### config.mk
export PLATFORM = sky130hd
export DESIGN_NAME = timer_arbiter_flat
export DESIGN_NICKNAME = d
export VERILOG_FILES = /design/src/rtl/timer_arbiter_if.sv /design/src/rtl/timer_arbiter.sv /design/src/flat_wrapper.sv
export SDC_FILE = /design/constraint.sdc
export NUM_CORES = 1
export LEC_CHECK = 0
export ABC_AREA = 0
export BUFFER_PORTS_ARGS = -buffer_cell sky130_fd_sc_hd__buf_4
export CORE_ASPECT_RATIO = 0.9
export CORE_MARGIN = 4
export CORE_UTILIZATION = 55
export CTS_BUF_LIST = sky130_fd_sc_hd__clkbuf_8
export CTS_CLUSTER_DIAMETER = 150
export DETAILED_ROUTE_END_ITERATION = 10
export PLACE_DENSITY = 0.9
export SKIP_CTS_REPAIR_TIMING = 1
export SLEW_MARGIN = 0
export SYNTH_ARGS = -nofsm -noshare
export SYNTH_HDL_FRONTEND = slang
export SYNTH_SLANG_ARGS = --single-unit
### constraint.sdc
create_clock -name clk_250 -period 4.3 [get_ports clk_250]
set_input_delay 0.86 -clock clk_250 [delete_from_list [all_inputs] [get_ports clk_250]]
set_output_delay 0.86 -clock clk_250 [all_outputs]
set_load 0.02 [all_outputs]
### src/rtl/timer_arbiter_if.sv
// -----------------------------------------------------------------------------
// timer_arbiter_if
// Bundles the request/grant signals that connect the requesting FSMs to the
// shared countdown timer arbiter.
//
//   req       : per-requester request level (bit i = requester i)
//   dur       : flattened durations, requester i uses dur[i*CW +: CW]
//   abort     : cancels the countdown that is currently running
//   grant     : one-hot owner of the timer, zero when idle
//   busy      : high while a countdown or its done cycle is in progress
//   done      : one-cycle completion pulse to the owning requester
//   remaining : current countdown value, zero when idle
//
// The master modport is the requester side; the slave modport is the arbiter.
// -----------------------------------------------------------------------------
interface timer_arbiter_if #(
  parameter int NREQ = 4,
  parameter int CW   = 8
);
  logic [NREQ-1:0]    req;
  logic [NREQ*CW-1:0] dur;
  logic               abort;
  logic [NREQ-1:0]    grant;
  logic               busy;
  logic [NREQ-1:0]    done;
  logic [CW-1:0]      remaining;

  modport master (
    output req, dur, abort,
    input  grant, busy, done, remaining
  );

  modport slave (
    input  req, dur, abort,
    output grant, busy, done, remaining
  );
endinterface

### src/rtl/timer_arbiter.sv
// -----------------------------------------------------------------------------
// timer_arbiter
// Round-robin arbiter and sequencer for one shared down-counting timer.
// Each requester supplies a duration in ticks; the arbiter grants the timer to
// one requester at a time, runs the countdown and pulses that requester's done.
//
//   clk_250 : system clock, all state changes on its rising edge
//   rst     : synchronous, active-high reset
//   bus     : timer_arbiter_if.slave carrying req/dur/abort in and
//             grant/busy/done/remaining out (all outputs registered)
// -----------------------------------------------------------------------------
module timer_arbiter #(
  parameter int NREQ = 4,
  parameter int CW   = 8
) (
  input logic            clk_250,
  input logic            rst,
  timer_arbiter_if.slave bus
);

  localparam int IW = (NREQ > 1) ? $clog2(NREQ) : 1;

  typedef enum logic [1:0] {
    IDLE = 2'd0,
    RUN  = 2'd1,
    DONE = 2'd2
  } state_e;

  state_e          state_q;
  logic [IW-1:0]   ptr_q;
  logic [IW-1:0]   owner_q;
  logic [NREQ-1:0] grant_q;
  logic [NREQ-1:0] done_q;
  logic            busy_q;
  logic [CW-1:0]   remaining_q;

  logic            arbValid_d;
  logic [IW-1:0]   arbIdx_d;
  logic [CW-1:0]   durSel_d;
  logic [IW-1:0]   ptr_d;

  logic            hiFound;
  logic [IW-1:0]   hiIdx;
  logic [IW-1:0]   anyIdx;

  // Round-robin pick: the lowest requesting index at or above the pointer
  // wins; if none exists the search wraps and the lowest requesting index
  // overall wins. Scanning downward lets the last hit be the lowest one.
  always_comb begin
    arbValid_d = 1'b0;
    hiFound    = 1'b0;
    hiIdx      = '0;
    anyIdx     = '0;
    for (int i = NREQ - 1; i >= 0; i--) begin
      if (bus.req[i]) begin
        arbValid_d = 1'b1;
        anyIdx     = IW'(i);
        if (IW'(i) >= ptr_q) begin
          hiFound = 1'b1;
          hiIdx   = IW'(i);
        end
      end
    end
    arbIdx_d = hiFound ? hiIdx : anyIdx;
  end

  // Duration of the requester that would win arbitration this cycle.
  always_comb begin
    durSel_d = '0;
    for (int i = 0; i < NREQ; i++) begin
      if (arbIdx_d == IW'(i)) begin
        durSel_d = bus.dur[i*CW +: CW];
      end
    end
  end

  // After a run ends (done or abort) the owner becomes lowest priority.
  always_comb begin
    ptr_d = (owner_q == IW'(NREQ - 1)) ? '0 : owner_q + IW'(1);
  end

  // Single sequencer: IDLE arbitrates and latches the duration, RUN counts
  // down to zero (abort releases immediately), DONE holds grant for the one
  // cycle of the done pulse. Reset overrides everything, including a run.
  always_ff @(posedge clk_250) begin
    if (rst) begin
      state_q     <= IDLE;
      ptr_q       <= '0;
      owner_q     <= '0;
      grant_q     <= '0;
      done_q      <= '0;
      busy_q      <= 1'b0;
      remaining_q <= '0;
    end else begin
      unique case (state_q)
        IDLE: begin
          done_q <= '0;
          if (arbValid_d) begin
            owner_q     <= arbIdx_d;
            grant_q     <= {{(NREQ-1){1'b0}}, 1'b1} << arbIdx_d;
            remaining_q <= durSel_d;
            busy_q      <= 1'b1;
            state_q     <= RUN;
          end else begin
            grant_q     <= '0;
            remaining_q <= '0;
            busy_q      <= 1'b0;
          end
        end
        RUN: begin
          if (bus.abort) begin
            grant_q     <= '0;
            remaining_q <= '0;
            busy_q      <= 1'b0;
            ptr_q       <= ptr_d;
            state_q     <= IDLE;
          end else if (remaining_q != '0) begin
            remaining_q <= remaining_q - CW'(1);
          end else begin
            done_q  <= grant_q;
            state_q <= DONE;
          end
        end
        DONE: begin
          done_q      <= '0;
          grant_q     <= '0;
          busy_q      <= 1'b0;
          remaining_q <= '0;
          ptr_q       <= ptr_d;
          state_q     <= IDLE;
        end
        default: begin
          state_q <= IDLE;
        end
      endcase
    end
  end

  assign bus.grant     = grant_q;
  assign bus.done      = done_q;
  assign bus.busy      = busy_q;
  assign bus.remaining = remaining_q;

endmodule

### src/flat_wrapper.sv
// flat-port wrapper written by rule: the top's interface ports become plain ports
module timer_arbiter_flat 
#(
  parameter int NREQ = 4,
  parameter int CW   = 8
)
  (clk_250, rst, bus_req, bus_dur, bus_abort, bus_grant, bus_busy, bus_done, bus_remaining);
  timer_arbiter_if #(.NREQ(NREQ), .CW(CW)) bus_i ();
  input logic clk_250;
  input logic rst;
  input wire logic [$bits(bus_i.req)-1:0] bus_req;
  input wire logic [$bits(bus_i.dur)-1:0] bus_dur;
  input wire logic [$bits(bus_i.abort)-1:0] bus_abort;
  output wire logic [$bits(bus_i.grant)-1:0] bus_grant;
  output wire logic [$bits(bus_i.busy)-1:0] bus_busy;
  output wire logic [$bits(bus_i.done)-1:0] bus_done;
  output wire logic [$bits(bus_i.remaining)-1:0] bus_remaining;
  assign bus_i.req = bus_req;
  assign bus_i.dur = bus_dur;
  assign bus_i.abort = bus_abort;
  assign bus_grant = bus_i.grant;
  assign bus_busy = bus_i.busy;
  assign bus_done = bus_i.done;
  assign bus_remaining = bus_i.remaining;
  timer_arbiter #(.NREQ(NREQ), .CW(CW)) u_core (.clk_250(clk_250), .rst(rst), .bus(bus_i));
endmodule
==> results.py, run 1 <==
metrics = {
    "sta": {
        "finalCritPeriodShare_pct": 55.5,
        "setup_tns_ps": 0,
        "finClkSkew_ps": 4.23,
        "worst_slack_ps": 1910,
        "hold_violations": 0,
        "timing.fmax_mhz": 419,
        "holdWs_ps": 452,
        "finalSetupViolCount": 0,
        "rsz0062_at_grt": "no",
        "fin_crit_ps": 2390,
        "slew_headroom_pct": 32.6,
        "drv_slew": 0,
        "worstMarginPinSlew_ps": 1000,
    },
    "floorplanning": {
        "coreArea_sq_um": 2750,
        "die_w_um": 64.6,
        "die_h_um": 59.0,
        "io_pins": 56,
        "rows": 18,
        "die-area_sq_um": 3810,
        "initial_core_util_pct": 57.8,
    },
    "synthesis": {
        "synth.area.top_cells": "dfxtp_1, a21oi_1, ha_1, nor3b_1, nor2_1",
        "seq_area_frac_synth_pct": 29.0,
        "ys.flop_type": "dfxtp_1",
        "synth_top_family_by_area": "compound AO/OA/AOI/OAI gates",
        "synthMuxAreaShare_pct": 3.94,
        "synth_edf_count": 0,
        "postSynthAreaPerCell_sq_um": 8.06,
        "yosys.area_share.simple_pct": 26.2,
        "synth.net_count": 243,
        "synthAdderAreaFrac_pct": 5.52,
        "synthTopCellsByCount": "dfxtp_1, a21oi_1, nor2_1, nand2_1, nor3b_1",
        "synth_cells": 197,
        "synth-async-reset-ratio_pct": 0,
        "synth_xor_xnor_area_share_pct": 2.76,
        "yosys.area.top_type": "dfxtp_1",
        "yosysMostFrequentCell": "dfxtp_1",
        "ys_warn_count": 0,
        "ys_seq_elements": 23,
        "synth_compound_area_share_pct": 28.0,
        "ys_types": 51,
        "netlist.area_leader.share_pct": 29.0,
        "syn_area_sq_um": 1590,
    },
    "layout": {
        "final_util_pct": 74.9,
        "num_antenna_cells": 0,
        "fin_cells": 288,
        "fin_area_sq_um": 2060,
        "fill_cells": 225,
        "syn2layout_area_growth_pct": 29.6,
        "final_nets": 295,
        "drive_gt1_share_pct": 27.8,
    },
    "hold_path": {
        "holdPathStages": 2,
        "worstHoldPathType": "reg2reg",
    },
    "pwr": {
        "p_switching_mw": 0.305,
        "cellLeakagePower_nw": 0.851,
        "internal_power_mw": 0.465,
        "clockPowerShare_pct": 17.6,
        "peakVddDrop_mv": 0.224,
        "finalPower_mw": 0.770,
        "swShare_pct": 39.7,
        "power_frac_seq_pct": 36.2,
        "powerDensity_nw_per_um2": 374,
        "combPwrFrac_pct": 46.2,
    },
    "placed_design": {
        "dp_slack_ps": 1700,
        "placed_area_sq_um": 2010,
        "routabilityCongestion": 0.921,
        "dpl.hpwl_um": 3410,
        "post-place-cells": 284,
        "io_buffers": 55,
    },
    "setup_path": {
        "critPathMaxFanout": 11,
        "crit_path_frequent_cell": "a2111oi_0",
        "crit_buf_inv": 1,
        "critPathSlowestCell": "nor3_1",
        "critPathLaunchType": "primary input",
        "worstPathRequired_ps": 4450,
        "cp_top_family": "simple AND/OR/NAND/NOR gates",
        "cp_num_cells": 6,
        "ff2ff_path_depth": 5,
        "end_kind": "flip-flop",
        "critPathMaxStageDelay_ps": 820,
        "path_cells": "buf_4, nand2b_1, a21oi_1, nor3_1, a2111oi_0, a2111oi_0",
        "cp.arrival_ps": 2540,
        "critPathKind": "in2reg",
    },
    "detailed_routing": {
        "postRouteAntennaNets": 0,
        "wire_per_inst_um": 15.4,
        "routed_via_density": 5.89,
        "drtIter0Drc": 179,
        "wirelength_um": 4430,
        "first_pass_iters": 5,
        "drc": 0,
        "dr_total_vias": 1697,
    },
    "global_routing": {
        "grt_pass1_vias": 1537,
        "grt_pass1_wl_um": 7310,
        "grt_usage_pct": 24.4,
        "grt_max_degree": 23,
        "antenna_found_initial": 0,
        "grt_overflow": 0,
    },
    "clocking": {
        "cts_tree": "yes",
        "clock_latency_ps": 270,
        "cts_root_buf": "clkbuf_8",
        "cts_buffers": 3,
        "clk_pin_slew_ps": 80,
        "numClockSinks": 23,
        "cts_max_level": 1,
        "clock_path_buffers": 2,
    },
    "run": {
        "drv_cap": 0,
    },
    "run_status": {
        "status": "completed",
    },
}
area by class of cell:
class                      instances  area [sq um]  share of cell area (%)
multi-input combinational        158          1050                    51.2
clock buffer                       3          41.3                    2.01
tap                               40          50.0                    2.43
clock inverter                     1          5.00                   0.243
inverter                           7          26.3                    1.28
sequential                        23           460                    22.4
timing repair buffer              56           420                    20.4
metal layers:
layer | up-vias | wire length, um | track usage (%)
met1 | 757 | 2020 | 35.2
met3 | 5 | 367 | 2.28
met2 | 94 | 1990 | 39.4
met5 | - | 0 | 0
met4 | 0 | 46 | 6.33
li1 | 841 | - | -
cells by family after synthesis:
logic type	count (synthesis)
AND/OR/NAND/NOR	74
AO/OA/AOI/OAI	66
flip-flops	23
buffers and inverters	16
adder cells (fa/ha/maj)	7
multiplexers	6
XOR/XNOR	5
registers in the layout, summed over array words and instances (netlist names):
signal                flops
u_core.bus.busy           1
u_core.owner_q            2
u_core.state_q            2
u_core.ptr_q              2
u_core.bus.done           4
u_core.bus.grant          4
u_core.bus.remaining      8
power groups by stage:
| stage | registers, mW | clock network, mW | logic, mW |
|---|---|---|---|
| final | 0.279 | 0.136 | 0.355 |
| after global routing | 0.284 | 0.144 | 0.391 |
| after CTS | 0.278 | 0.137 | 0.352 |
| after detailed placement | 0.283 | 0 | 0.348 |
| after global placement | 0.281 | 0 | 0.342 |
| after floorplan | 0.300 | 0 | 0.221 |
worst reg2reg max path, cell delays in order, from the launching register on:
cell	delay (ps)
dfxtp_1	460
nand2b_1	180
a21oi_1	80
nor3_1	820
a2111oi_0	170
a2111oi_0	380
cell usage in the layout (no fill, tap or decap), types with 5 or more instances in the layout:
cell type	synthesis	layout
nand3_1	5	5
nand2b_1	6	6
o21ai_0	7	7
a211oi_1	6	6
a21oi_1	20	20
nor3_1	5	5
nand2_1	14	14
dfxtp_1	23	23
buf_4	2	56
ha_1	7	7
nor3b_1	10	10
nor2_1	15	15
inv_1	6	6
path summary, 6_finish.rpt:
check | from | to | slack [ps]
setup reg to reg | u_core.ptr_q[1] | u_core.bus.remaining[1] | 2100
hold / removal | u_core.bus.done[1] | u_core.bus.done[1] | 450
setup / recovery | bus_req[0] | u_core.bus.remaining[1] | 1910
hold reg to reg | u_core.bus.done[1] | u_core.bus.done[1] | 450
No activity file was read; power rests on OpenSTA's default activity.
==> run 2, diff against run 1 <==
Settings changed: CORE_UTILIZATION 55 to 46, PLACE_DENSITY 0.9 to 0.81.
Clock period 4.3 ns to 2.1 ns, I/O delays scaled along.
==> results.py, run 2 (synthesis results as in run 1) <==
metrics = {
    "run_status": {
        "status": "completed",
    },
    "global_routing": {
        "grt_pass1_wl_um": 7470,
        "antenna_found_initial": 0,
        "grt_max_degree": 23,
        "grt_pass1_vias": 1620,
        "grt_overflow": 0,
        "grt_usage_pct": 20.5,
    },
    "floorplanning": {
        "initial_core_util_pct": 49.8,
        "die_w_um": 69.9,
        "die_h_um": 63.7,
        "coreArea_sq_um": 3190,
        "io_pins": 56,
        "die-area_sq_um": 4460,
        "rows": 19,
    },
    "pwr": {
        "powerDensity_nw_per_um2": 753,
        "combPwrFrac_pct": 48.1,
        "finalPower_mw": 1.61,
        "power_frac_seq_pct": 34.9,
        "clockPowerShare_pct": 17.1,
        "peakVddDrop_mv": 0.394,
        "internal_power_mw": 0.979,
        "p_switching_mw": 0.626,
        "cellLeakagePower_nw": 0.901,
        "swShare_pct": 39.0,
    },
    "layout": {
        "drive_gt1_share_pct": 30.2,
        "num_antenna_cells": 0,
        "fill_cells": 290,
        "fin_cells": 300,
        "final_util_pct": 67.0,
        "regArea_sq_um": 460,
        "fin_area_sq_um": 2130,
        "final_common_cell": "buf_4",
        "largest_register_ffs": 8,
        "multi_input_area_sq_um": 1050,
        "final_cell_mix": "buf_4, dfxtp_1, a21oi_1, nor2_1, nand2_1",
        "final_nets": 305,
        "syn2layout_area_growth_pct": 34.4,
    },
    "clocking": {
        "clk_pin_slew_ps": 90,
        "cts_root_buf": "clkbuf_8",
        "clock_latency_ps": 270,
        "cts_max_level": 1,
        "cts_buffers": 3,
        "numClockSinks": 23,
        "cts_tree": "yes",
        "clock_path_buffers": 2,
    },
    "sta": {
        "drv_slew": 0,
        "worstMarginPinSlew_ps": 402,
        "finalSetupViolCount": 0,
        "worst_slack_ps": 177,
        "setup_tns_ps": 0,
        "slew_headroom_pct": 72.5,
        "finalCritPeriodShare_pct": 91.6,
        "rsz0062_at_grt": "no",
        "hold_violations": 0,
        "timing.fmax_mhz": 520,
        "holdWs_ps": 457,
        "finClkSkew_ps": 9.58,
        "fin_crit_ps": 1920,
    },
    "setup_path": {
        "critPathLaunchType": "flip-flop",
        "critPathKind": "reg2reg",
        "worstPathRequired_ps": 2290,
        "critPathMaxFanout": 6,
        "end_kind": "flip-flop",
        "crit_start": "u_core.state_q[0]",
        "cp.arrival_ps": 2120,
        "r2r_start": "u_core.state_q[0]",
    },
    "detailed_routing": {
        "dr_total_vias": 1731,
        "first_pass_iters": 4,
        "drtIter0Drc": 185,
        "postRouteAntennaNets": 0,
        "routed_via_density": 5.77,
        "wire_per_inst_um": 15.1,
        "wirelength_um": 4540,
        "drc": 0,
    },
    "hold_path": {
        "worstHoldPathType": "reg2reg",
        "hold_start": "u_core.bus.done[3]",
    },
    "placed_design": {
        "routabilityCongestion": 0.849,
        "placed_area_sq_um": 2090,
        "post-place-cells": 296,
        "dpl.hpwl_um": 3650,
        "dp_slack_ps": 163,
        "io_buffers": 55,
    },
    "run": {
        "drv_cap": 0,
    },
}
## run 2: cell types whose count changed in the layout (fill, tap and decap cells not counted)
cell / change
buf_4: +10
clkinv_2: -1
inv_1: +1
## run 2: path summary, 6_finish.rpt
| kind | endpoint | slack, ps | depth (start not counted) |
|---|---|---|---|
| worst max register to register | u_core.bus.grant[0] | 180 | 5 |
| worst max-delay path | u_core.bus.grant[0] | 180 | 5 |
| worst min register to register | u_core.bus.done[3] | 460 | 2 |
| worst min-delay path | u_core.bus.done[3] | 460 | 2 |
## run 2: worst max-delay path, stage by stage, from the launching register on
cell,delay (ps)
dfxtp_1,370
inv_1,90
ha_1,370
or2_1,300
or4_1,550
a21oi_1,170
## run 2: power groups by stage
stage / combinational, mW / sequential [mW] / clock, mW
3_3_place_gp: 0.756 / 0.567 / 0
3_5_place_dp: 0.761 / 0.569 / 0
5_1_grt: 0.843 / 0.568 / 0.301
6_report: 0.772 / 0.560 / 0.274
2_1_floorplan: 0.452 / 0.614 / 0
4_1_cts: 0.765 / 0.559 / 0.279
## run 2: per-layer routing
layer	vias to the layer above	global-route usage (%)	wire, um
met4	0	4.55	43
met2	66	32.3	2010
met3	6	4.86	376
met1	795	28.6	2110
met5	-	0	0
li1	864	-	-
## run 2: area by class of cell
type                            instances  area share [%]
Clock buffer                            3            1.94
Sequential cell                        23            21.6
Timing Repair Buffer                   66            23.2
Inverter                                7            1.23
Tap cell                               42            2.46
Multi-Input combinational cell        158            49.4
Clock inverter                          1           0.176
==> run 3, diff against run 2 <==
Settings changed: BUFFER_PORTS_ARGS -buffer_cell sky130_fd_sc_hd__buf_4 to default, CORE_UTILIZATION 46 to 59, DONT_BUFFER_PORTS from default to 1.
==> results.py, run 3 (synthesis results as in run 1) <==
metrics = {
    "detailed_routing": {
        "drtIter0Drc": 115,
        "postRouteAntennaNets": 0,
        "first_pass_iters": 4,
        "drc": 0,
        "dr_total_vias": 1551,
        "wire_per_inst_um": 18.3,
        "routed_via_density": 6.69,
        "wirelength_um": 4250,
    },
    "floorplanning": {
        "rows": 17,
        "die_w_um": 62.7,
        "coreArea_sq_um": 2510,
        "die_h_um": 57.2,
        "io_pins": 56,
        "die-area_sq_um": 3590,
        "initial_core_util_pct": 63.3,
    },
    "layout": {
        "final_cell_mix": "dfxtp_1, a21oi_1, nor2_1, nand2_1, buf_4",
        "largest_register_ffs": 8,
        "final_nets": 251,
        "fin_area_sq_um": 1720,
        "num_antenna_cells": 0,
        "final_util_pct": 68.7,
        "syn2layout_area_growth_pct": 8.59,
        "final_common_cell": "dfxtp_1",
        "drive_gt1_share_pct": 13.2,
        "fill_cells": 225,
    },
    "sta": {
        "worstMarginPinSlew_ps": 455,
        "finalSetupViolCount": 0,
        "finClkSkew_ps": 7.65,
        "hold_violations": 0,
        "fin_crit_ps": 1920,
        "slew_headroom_pct": 69.4,
        "timing.fmax_mhz": 522,
        "setup_tns_ps": 0,
        "rsz0062_at_grt": "no",
        "holdWs_ps": 212,
        "drv_slew": 0,
        "finalCritPeriodShare_pct": 91.3,
    },
    "setup_path": {
        "reg2reg_slack_ps": 180,
        "critPathMaxFanout": 6,
        "reg2reg_to": "u_core.bus.grant[2]",
        "r2r_start": "u_core.state_q[0]",
        "worstPathRequired_ps": 2300,
        "critPathKind": "reg2reg",
        "cp.arrival_ps": 2110,
        "ff2ff_path_depth": 5,
        "end_kind": "flip-flop",
        "critPathLaunchType": "flip-flop",
    },
    "placed_design": {
        "io_buffers": 0,
        "placed_area_sq_um": 1670,
        "routabilityCongestion": 0.837,
        "dpl.hpwl_um": 3290,
    },
    "clocking": {
        "cts_tree": "yes",
        "cts_buffers": 3,
        "clock_path_buffers": 2,
        "numClockSinks": 23,
        "clock_latency_ps": 270,
        "cts_max_level": 1,
        "cts_root_buf": "clkbuf_8",
        "clk_pin_slew_ps": 90,
    },
    "hold_path": {
        "worstHoldPathType": "in2reg",
        "holdPathStages": 1,
        "whs_endpoint": "u_core.ptr_q[0]",
        "hold_start": "rst",
    },
    "pwr": {
        "cellLeakagePower_nw": 0.636,
        "powerDensity_nw_per_um2": 871,
        "finalPower_mw": 1.50,
        "peakVddDrop_mv": 0.457,
    },
    "global_routing": {
        "grt_pass1_wl_um": 6800,
        "antenna_found_initial": 0,
        "grt_usage_pct": 23.5,
        "grt_pass1_vias": 1477,
        "grt_max_degree": 23,
        "grt_overflow": 0,
    },
    "run_status": {
        "status": "completed",
    },
    "run": {
        "drv_cap": 0,
    },
}
-- run 3: final cells by class --
| cell class | instances | area, sq um | share of cell area (%) |
|---|---|---|---|
| inverters | 7 | 26.3 | 1.52 |
| flip-flops and latches | 23 | 460 | 26.7 |
| well taps | 28 | 35.0 | 2.03 |
| repair buffers | 12 | 90.1 | 5.22 |
| multi-input cells | 158 | 1070 | 61.8 |
| clock inverters | 1 | 5.00 | 0.290 |
| clock buffers | 3 | 41.3 | 2.39 |
-- run 3: power by group --
part	total, mW	switching [mW]	leakage [nW]	internal, mW
sequential	0.581	0.0875	0.188	0.493
clock	0.277	0.145	0.0255	0.132
combinational	0.644	0.367	0.422	0.277
total	1.50	0.600	0.636	0.902
-- run 3: critical path, cell delays in order, from the launching register on --
cell and delay, ps:
dfxtp_1 380, inv_1 90, ha_1 390, or2_1 300, or4_1 540, a21oi_1 150
-- run 3: worst max-delay path by stage --
| stage | from | to | slack [ps] | depth (start not counted) |
|---|---|---|---|---|
| after floorplan | u_core.bus.remaining[0] | u_core.bus.remaining[3] | 210 | 7 |
| after global placement | bus_req[2] | u_core.bus.remaining[3] | 250 | 6 |
| after detailed placement | u_core.ptr_q[1] | u_core.bus.remaining[4] | 140 | 6 |
| after CTS | u_core.ptr_q[1] | u_core.bus.remaining[4] | 130 | 6 |
| after global routing | u_core.state_q[1] | u_core.bus.remaining[3] | 20 | 7 |
| final | u_core.state_q[0] | u_core.bus.grant[2] | 180 | 5 |
-- run 3: through the flow --
stage | std cells | worst slack (ps)
2_1_floorplan | 197 | 206
3_3_place_gp | 228 | 246
3_5_place_dp | 228 | 140
4_1_cts | 232 | 131
5_1_grt | 232 | 21.1
6_report | 232 | 183
-- run 3: metal layers --
layer	GRT usage, %	routed length, um	vias up
met1	31.3	1860	712
met5	0	0	-
met2	38.3	1920	82
met3	5.31	429	6
li1	-	-	751
met4	6.60	42	0
